[config.mk]
export PLATFORM = sky130hd
export DESIGN_NAME = mem_writeback_cycle_flat
export DESIGN_NICKNAME = d
export VERILOG_FILES = /design/src/rtl/mem_writeback_cycle_if.sv /design/src/rtl/mem_writeback_cycle.sv /design/src/flat_wrapper.sv
export SDC_FILE = /design/constraint.sdc
export NUM_CORES = 1
export LEC_CHECK = 0
export BUFFER_PORTS_ARGS = -buffer_cell sky130_fd_sc_hd__buf_2
export CAP_MARGIN = 20
export CORE_AREA = 8 8 188 190
export CTS_CLUSTER_SIZE = 25
export DETAILED_ROUTE_END_ITERATION = 10
export DIE_AREA = 0 0 196 198
export GPL_TIMING_DRIVEN = 0
export PLACE_DENSITY = 0.5
export SLEW_MARGIN = 20
export SYNTH_ARGS = -nofsm -noshare
export SYNTH_HDL_FRONTEND = slang
export SYNTH_SLANG_ARGS = --single-unit
[constraint.sdc]
create_clock -name clk -period 4.65 [get_ports clk]
set_input_delay 0.6975 -clock clk [delete_from_list [all_inputs] [get_ports clk]]
set_output_delay 0.6975 -clock clk [all_outputs]
set_load 0.005 [all_outputs]
[src/rtl/mem_writeback_cycle_if.sv]
// Data-memory handshake bundle between the memory/write-back stage and the
// data memory. Single outstanding request: req is held until rvalid.
interface mem_writeback_cycle_if;
    logic        dmem_req;
    logic        dmem_we;
    logic [31:0] dmem_addr;
    logic [31:0] dmem_wdata;
    logic [3:0]  dmem_wstrb;
    logic [31:0] dmem_rdata;
    logic        dmem_rvalid;

    modport master (
        output dmem_req, dmem_we, dmem_addr, dmem_wdata, dmem_wstrb,
        input  dmem_rdata, dmem_rvalid
    );

    modport slave (
        input  dmem_req, dmem_we, dmem_addr, dmem_wdata, dmem_wstrb,
        output dmem_rdata, dmem_rvalid
    );
endinterface

[src/rtl/mem_writeback_cycle.sv]
// Memory + write-back stage. Runs loads/stores on a single-outstanding
// data-memory handshake, aligns/extends load data and drives the register
// file write port (RegWriteW/RDW/ResultW) one edge after completion.
module mem_writeback_cycle #(
    parameter int XLEN = 32
) (
    input  logic                  clk,
    input  logic                  rst,
    input  logic                  valid_m,
    input  logic                  RegWriteM,
    input  logic [1:0]            ResultSrcM,
    input  logic                  LoadM,
    input  logic                  StoreM,
    input  logic [2:0]            fun3M,
    input  logic [4:0]            RD_M,
    input  logic [XLEN-1:0]       ALUResultM,
    input  logic [XLEN-1:0]       WriteDataM,
    input  logic [XLEN-1:0]       PCPlus4M,
    output logic                  stall_m,
    mem_writeback_cycle_if.master dmem,
    output logic                  misaligned,
    output logic                  RegWriteW,
    output logic [4:0]            RDW,
    output logic [XLEN-1:0]       ResultW
);

    typedef enum logic [0:0] {S_IDLE, S_ACCESS} state_t;

    state_t      r_state;
    state_t      w_state_next;

    // Fields of the memory instruction, frozen for the whole access
    logic [31:0] r_addr;
    logic [2:0]  r_fun3;
    logic [4:0]  r_rd;
    logic        r_regwrite;
    logic [1:0]  r_src;
    logic [31:0] r_pc4;
    logic        r_we;
    logic [31:0] r_wdata;
    logic [3:0]  r_wstrb;

    logic        r_misaligned;
    logic        r_regwrite_w;
    logic [4:0]  r_rd_w;
    logic [31:0] r_result_w;

    logic        w_mem_op;
    logic        w_misaligned;
    logic        w_accept;
    logic        w_drop;
    logic        w_wb_en;
    logic        w_wb_regwrite;
    logic [31:0] w_st_wdata;
    logic [3:0]  w_st_wstrb;
    logic [31:0] w_wdata_b;
    logic [7:0]  w_rd_bytes [4];
    logic [7:0]  w_ld_byte;
    logic [15:0] w_ld_half;
    logic [31:0] w_load_data;
    logic [1:0]  w_sel_src;
    logic [31:0] w_result;

    assign w_mem_op = valid_m & (LoadM | StoreM);

    // Byte-lane views: read lanes for load extraction, replicated store byte
    genvar gi;
    generate
        for (gi = 0; gi < 4; gi++) begin : g_lane
            assign w_rd_bytes[gi]         = dmem.dmem_rdata[8*gi +: 8];
            assign w_wdata_b[8*gi +: 8]   = WriteDataM[7:0];
        end
    endgenerate

    // Alignment check on the incoming effective address (size from fun3[1:0])
    always_comb begin
        w_misaligned = 1'b0;
        case (fun3M[1:0])
            2'b00:   w_misaligned = 1'b0;
            2'b01:   w_misaligned = ALUResultM[0];
            default: w_misaligned = |ALUResultM[1:0];
        endcase
    end

    // Store lane replication and byte enables; loads carry no strobes
    always_comb begin
        w_st_wdata = WriteDataM;
        w_st_wstrb = 4'b1111;
        case (fun3M[1:0])
            2'b00: begin
                w_st_wdata = w_wdata_b;
                w_st_wstrb = 4'b0001 << ALUResultM[1:0];
            end
            2'b01: begin
                w_st_wdata = {2{WriteDataM[15:0]}};
                w_st_wstrb = 4'b0011 << {ALUResultM[1], 1'b0};
            end
            default: begin
                w_st_wdata = WriteDataM;
                w_st_wstrb = 4'b1111;
            end
        endcase
        if (!StoreM) begin
            w_st_wstrb = 4'b0000;
        end
    end

    // Load extraction from the returned word using the latched offset/size
    always_comb begin
        w_ld_byte   = w_rd_bytes[r_addr[1:0]];
        w_ld_half   = r_addr[1] ? dmem.dmem_rdata[31:16] : dmem.dmem_rdata[15:0];
        w_load_data = dmem.dmem_rdata;
        case (r_fun3[1:0])
            2'b00:   w_load_data = {{24{~r_fun3[2] & w_ld_byte[7]}}, w_ld_byte};
            2'b01:   w_load_data = {{16{~r_fun3[2] & w_ld_half[15]}}, w_ld_half};
            default: w_load_data = dmem.dmem_rdata;
        endcase
    end

    // Write-back mux: live inputs for ALU/link ops, latched copy for memory ops.
    // ResultSrc=01 on a non-memory op has no load data and yields 0.
    always_comb begin
        w_sel_src = (r_state == S_ACCESS) ? r_src : ResultSrcM;
        case (w_sel_src)
            2'b01:   w_result = (r_state == S_ACCESS) ? w_load_data : 32'h0;
            2'b10:   w_result = (r_state == S_ACCESS) ? r_pc4 : PCPlus4M;
            default: w_result = (r_state == S_ACCESS) ? r_addr : ALUResultM;
        endcase
    end

    // Next-state and control: accept/drop memory ops, stall, write-back enables
    always_comb begin
        w_state_next  = r_state;
        stall_m       = 1'b0;
        w_accept      = 1'b0;
        w_drop        = 1'b0;
        w_wb_en       = 1'b0;
        w_wb_regwrite = 1'b0;
        case (r_state)
            S_IDLE: begin
                if (w_mem_op) begin
                    if (w_misaligned) begin
                        w_drop = 1'b1;
                    end else begin
                        w_accept     = 1'b1;
                        stall_m      = 1'b1;
                        w_state_next = S_ACCESS;
                    end
                end else if (valid_m) begin
                    w_wb_en       = 1'b1;
                    w_wb_regwrite = RegWriteM & (|RD_M);
                end
            end
            S_ACCESS: begin
                stall_m = ~dmem.dmem_rvalid;
                if (dmem.dmem_rvalid) begin
                    w_wb_en       = 1'b1;
                    w_wb_regwrite = r_regwrite & ~r_we & (|r_rd);
                    w_state_next  = S_IDLE;
                end
            end
            default: w_state_next = S_IDLE;
        endcase
        if (rst) begin
            stall_m = 1'b0;
        end
    end

    // State register; reset aborts any pending access
    always_ff @(posedge clk) begin
        if (rst) r_state <= S_IDLE;
        else     r_state <= w_state_next;
    end

    // Latch the memory instruction when it is accepted
    always_ff @(posedge clk) begin
        if (rst) begin
            r_addr     <= '0;
            r_fun3     <= '0;
            r_rd       <= '0;
            r_regwrite <= 1'b0;
            r_src      <= '0;
            r_pc4      <= '0;
            r_we       <= 1'b0;
            r_wdata    <= '0;
            r_wstrb    <= '0;
        end else if (w_accept) begin
            r_addr     <= ALUResultM;
            r_fun3     <= fun3M;
            r_rd       <= RD_M;
            r_regwrite <= RegWriteM;
            r_src      <= ResultSrcM;
            r_pc4      <= PCPlus4M;
            r_we       <= StoreM;
            r_wdata    <= w_st_wdata;
            r_wstrb    <= w_st_wstrb;
        end
    end

    // Write-back registers and misaligned pulse
    always_ff @(posedge clk) begin
        if (rst) begin
            r_misaligned <= 1'b0;
            r_regwrite_w <= 1'b0;
            r_rd_w       <= '0;
            r_result_w   <= '0;
        end else begin
            r_misaligned <= w_drop;
            r_regwrite_w <= w_wb_en & w_wb_regwrite;
            if (w_wb_en) begin
                r_rd_w     <= (r_state == S_ACCESS) ? r_rd : RD_M;
                r_result_w <= w_result;
            end
        end
    end

    assign dmem.dmem_req   = (r_state == S_ACCESS);
    assign dmem.dmem_we    = r_we;
    assign dmem.dmem_addr  = {r_addr[31:2], 2'b00};
    assign dmem.dmem_wdata = r_wdata;
    assign dmem.dmem_wstrb = r_wstrb;
    assign misaligned      = r_misaligned;
    assign RegWriteW       = r_regwrite_w;
    assign RDW             = r_rd_w;
    assign ResultW         = r_result_w;

endmodule
[src/flat_wrapper.sv]
// flat-port wrapper written by rule: the top's interface ports become plain ports
module mem_writeback_cycle_flat 
#(
    parameter int XLEN = 32
)
  (clk, rst, valid_m, RegWriteM, ResultSrcM, LoadM, StoreM, fun3M, RD_M, ALUResultM, WriteDataM, PCPlus4M, stall_m, misaligned, RegWriteW, RDW, ResultW, dmem_dmem_req, dmem_dmem_we, dmem_dmem_addr, dmem_dmem_wdata, dmem_dmem_wstrb, dmem_dmem_rdata, dmem_dmem_rvalid);
  mem_writeback_cycle_if dmem_i ();
  input  logic clk;
  input  logic rst;
  input  logic valid_m;
  input  logic RegWriteM;
  input  logic [1:0] ResultSrcM;
  input  logic LoadM;
  input  logic StoreM;
  input  logic [2:0] fun3M;
  input  logic [4:0] RD_M;
  input  logic [XLEN-1:0] ALUResultM;
  input  logic [XLEN-1:0] WriteDataM;
  input  logic [XLEN-1:0] PCPlus4M;
  output logic stall_m;
  output logic misaligned;
  output logic RegWriteW;
  output logic [4:0] RDW;
  output logic [XLEN-1:0] ResultW;
  output wire logic [$bits(dmem_i.dmem_req)-1:0] dmem_dmem_req;
  output wire logic [$bits(dmem_i.dmem_we)-1:0] dmem_dmem_we;
  output wire logic [$bits(dmem_i.dmem_addr)-1:0] dmem_dmem_addr;
  output wire logic [$bits(dmem_i.dmem_wdata)-1:0] dmem_dmem_wdata;
  output wire logic [$bits(dmem_i.dmem_wstrb)-1:0] dmem_dmem_wstrb;
  input wire logic [$bits(dmem_i.dmem_rdata)-1:0] dmem_dmem_rdata;
  input wire logic [$bits(dmem_i.dmem_rvalid)-1:0] dmem_dmem_rvalid;
  assign dmem_dmem_req = dmem_i.dmem_req;
  assign dmem_dmem_we = dmem_i.dmem_we;
  assign dmem_dmem_addr = dmem_i.dmem_addr;
  assign dmem_dmem_wdata = dmem_i.dmem_wdata;
  assign dmem_dmem_wstrb = dmem_i.dmem_wstrb;
  assign dmem_i.dmem_rdata = dmem_dmem_rdata;
  assign dmem_i.dmem_rvalid = dmem_dmem_rvalid;
  mem_writeback_cycle #(.XLEN(XLEN)) u_core (.clk(clk), .rst(rst), .valid_m(valid_m), .RegWriteM(RegWriteM), .ResultSrcM(ResultSrcM), .LoadM(LoadM), .StoreM(StoreM), .fun3M(fun3M), .RD_M(RD_M), .ALUResultM(ALUResultM), .WriteDataM(WriteDataM), .PCPlus4M(PCPlus4M), .stall_m(stall_m), .dmem(dmem_i), .misaligned(misaligned), .RegWriteW(RegWriteW), .RDW(RDW), .ResultW(ResultW));
endmodule
==> impl_metrics.toml <==
[status]
status = "complete, no violations"

[route]
viasPerCell = 4.93
drtAntennaViolNets = 0
wl_per_cell_um = 21.5
routed_wl_mm = 36.0
vias = 8250
drt_iter0_markers = 585
drc_errors = 0
drt-pass1-iter-count = 5

[clock_network]
clock-sinks = 152
cts_buffers = 17
clk_path_buf_depth = 2
ctsHtreeMaxLevel = 4
postCtsSetupBuffers = 0
clk_latency_ns = 0.44
hold_buffers = 0
path_clk_slew_ns = 0.07
cts_root_buffer = "clkbuf_16"
cts_resized = 0
cts_tree = "done"

[synthesis]
ys_async_sr_fraction_pct = 0
synth-compound-area-share_pct = 21.4
synth_commonest_cells = "nand2_1, dfxtp_1, a21oi_1"
synth-main-ff-cell = "dfxtp_1"
synthXorXnorAreaFrac_pct = 0
synth_cell_types = 51
synth_most_common_cell = "nand2_1"
synthSimpleGateAreaFrac_pct = 17.3
synth_fa_ha_area_share_pct = 0.315
yosys.area.top_type = "dfxtp_1"
ys_seq_elements = 152
synth_edf_count = 0
synth_top_family_by_area = "compound AO/OA/AOI/OAI gates"
avgSynthCellArea_um2 = 8.12
syn_area_mm2 = 0.00795
synthMuxAreaShare_pct = 13.4
netlist_top_cells_area = "dfxtp_1, nand2_1, mux2i_1"
ys_warn_count = 0
synth_cells = 979
synth_top_area_share_pct = 38.3
ys_seq_area_share_pct = 38.3

[worst_setup_path]
path_delay_family = "buffers and inverters"
critPathMaxStageDelay_ns = 0.54
crit_path_max_fanout = 10
critPathSlowestCell = "dfxtp_1"
worst-path-buf-inv = 7
crit_chain = "buf_4, buf_4, buf_6, mux2i_1, inv_1, ha_1, clkbuf_1, clkinv_1, nand2_2, a21oi_4, buf_12, a211oi_2"
required_ns = 5.00
path_common_cell = "buf_4"
worst_setup_path_start_kind = "flip-flop"
reg2reg_slack_ns = 1.22
crit_path_end_kind = "flip-flop"
cp.depth = 12
r2r_cells = 12
cp.arrival_ns = 3.79
worstSetupPathType = "flip-flop to flip-flop"

[grt]
grt.total_usage_pct = 18.0
grt_first_pass_wirelength_mm = 52.1
gr-max-usage-layer = "met2"
met3_usage_pct = 6.01
overflow = 0
use_met1_pct = 22.8
antenna_found_initial = 5
use_met2_pct = 29.2
grt_pass1_vias = 8089
grt_max_degree = 17

[sta]
tns_ns = 0
relSlewSlack_pct = 46.9
hold_viol_final = 0
period_needed_ns = 3.43
maxSlewViolCount = 0
tightestPinTransition_ns = 0.797
rsz0062_at_grt = "false"
fin_skew_ns = 0.0142
fmax_ghz = 0.291
period_share_pct = 73.8
setup_viol = 0

[flow_run]
max_cap_viol_count = 0

[placement]
portBuffers = 252
dp_hpwl_mm = 28.5
post_dp_cell_area_mm2 = 0.00973
gp_congestion = 0.883

[power]
vdd_drop_max_mv = 0.203
leakage_uw = 0.00432
p_per_area_mw_per_mm2 = 353

[finish]
ff_latch_area_mm2 = 0.00304
finalInstanceArea_mm2 = 0.0104
multi_input_area_mm2 = 0.00418
drive_above_1_share_pct = 33.1
syn_to_final_growth_pct = 30.5
n_fill_cell = 3517
postLayoutCoreUtil_pct = 32.2
nets = 1398

[floorplanning]
initial_core_util_pct = 24.7
die_area_mm2 = 0.0388
die_w_um = 196
ioPinCount = 255
rows = 66
die_h_um = 198
core_mm2 = 0.0322

[worst_hold_path]
hold_class = "flip-flop to flip-flop"
hold_depth = 2
-- where the power goes --
part / internal (uW) / leakage, uW / switching [uW]
sequential: 1380 / 0.00124 / 47.2
clock: 938 / 0.000309 / 627
combinational: 270 / 0.00277 / 406
-- routing by layer --
layer	vias up	routed length [um]
li1	3941	-
met1	3889	15900
met2	375	16300
met3	41	3190
met4	4	652
met5	-	26
-- cells in the final DEF, fill, tap and decap left out, types with 3 or more instances in the layout --
cell type and instances:
a211oi_1 28, a211oi_2 10, a21oi_1 116, a221oi_1 8
a22oi_1 16, a311oi_1 8, buf_1 3, buf_2 285
buf_4 42, buf_6 5, bufinv_16 4, clkbuf_1 32
clkbuf_16 17, clkinv_4 3, dfxtp_1 152, inv_1 11
mux2_2 33, mux2i_1 67, nand2_1 228, nand2b_1 5
nand3_1 25, nand3b_1 7, nor2_1 29, nor2b_1 10
nor3_1 5, o211ai_1 4, o21ai_0 59, o21ai_1 7
o32ai_1 7
-- stage by stage --
step           instances  worst slack (ns)  power, uW  hold slack, ns
2_1_floorplan        980              2.15       1820           0.432
3_3_place_gp        1640              1.23       2120           0.438
3_5_place_dp        1640              1.27       2130           0.443
4_1_cts             1672              1.25       3690           0.453
5_1_grt             1674              1.05       3820           0.461
6_report            1674              1.22       3670           0.453
-- kinds of logic (layout without fill, tap and decap cells) --
logic type	count (synthesis)	count (layout)
muxes	101	101
adders and majority gates	2	2
and+or+nand+nor	322	322
other	1	4
DFF	152	152
buffers and inverters	128	412
AOI/OAI and AO/OA	273	273
-- cell type report --
type / instances / share of cell area (%)
clock inverters: 12 / 1.83
well taps: 408 / 4.92
repair buffers: 252 / 12.2
inverters: 12 / 0.434
flip-flops and latches: 152 / 29.3
diodes: 2 / 0.0482
plain buffers: 116 / 6.64
multi-input cells: 700 / 40.2
clock buffers: 20 / 4.40
-- worst register-to-register path, stage by stage (launching register included) --
cell and delay [ns]:
dfxtp_1 0.54, buf_4 0.26, buf_4 0.25, buf_6 0.22
mux2i_1 0.29, inv_1 0.07, ha_1 0.27, clkbuf_1 0.27
clkinv_1 0.36, nand2_2 0.33, a21oi_4 0.12, buf_12 0.19
a211oi_2 0.17
-- flip-flops by register name (all words and copies together), names as in the netlist, 2 cells and up --
name / cells
u_core.dmem.dmem_wstrb: 4
u_core.ResultW: 32
u_core.r_addr: 32
u_core.dmem.dmem_wdata: 32
u_core.r_src: 2
u_core.r_rd: 5
u_core.r_fun3: 3
u_core.RDW: 5
u_core.r_pc4: 32
-- worst paths after layout --
| path | from | to |
|---|---|---|
| setup / recovery | u_core.dmem.dmem_req$_SDFF_PP0_ | u_core.ResultW[24]$_SDFFE_PP0P_ |
| hold reg to reg | u_core.r_pc4[29]$_SDFFE_PP0P_ | u_core.r_pc4[29]$_SDFFE_PP0P_ |
| hold / removal | u_core.r_pc4[29]$_SDFFE_PP0P_ | u_core.r_pc4[29]$_SDFFE_PP0P_ |
| setup reg to reg | u_core.dmem.dmem_req$_SDFF_PP0_ | u_core.ResultW[24]$_SDFFE_PP0P_ |
Note: power is estimated with default switching activity, not from simulation.
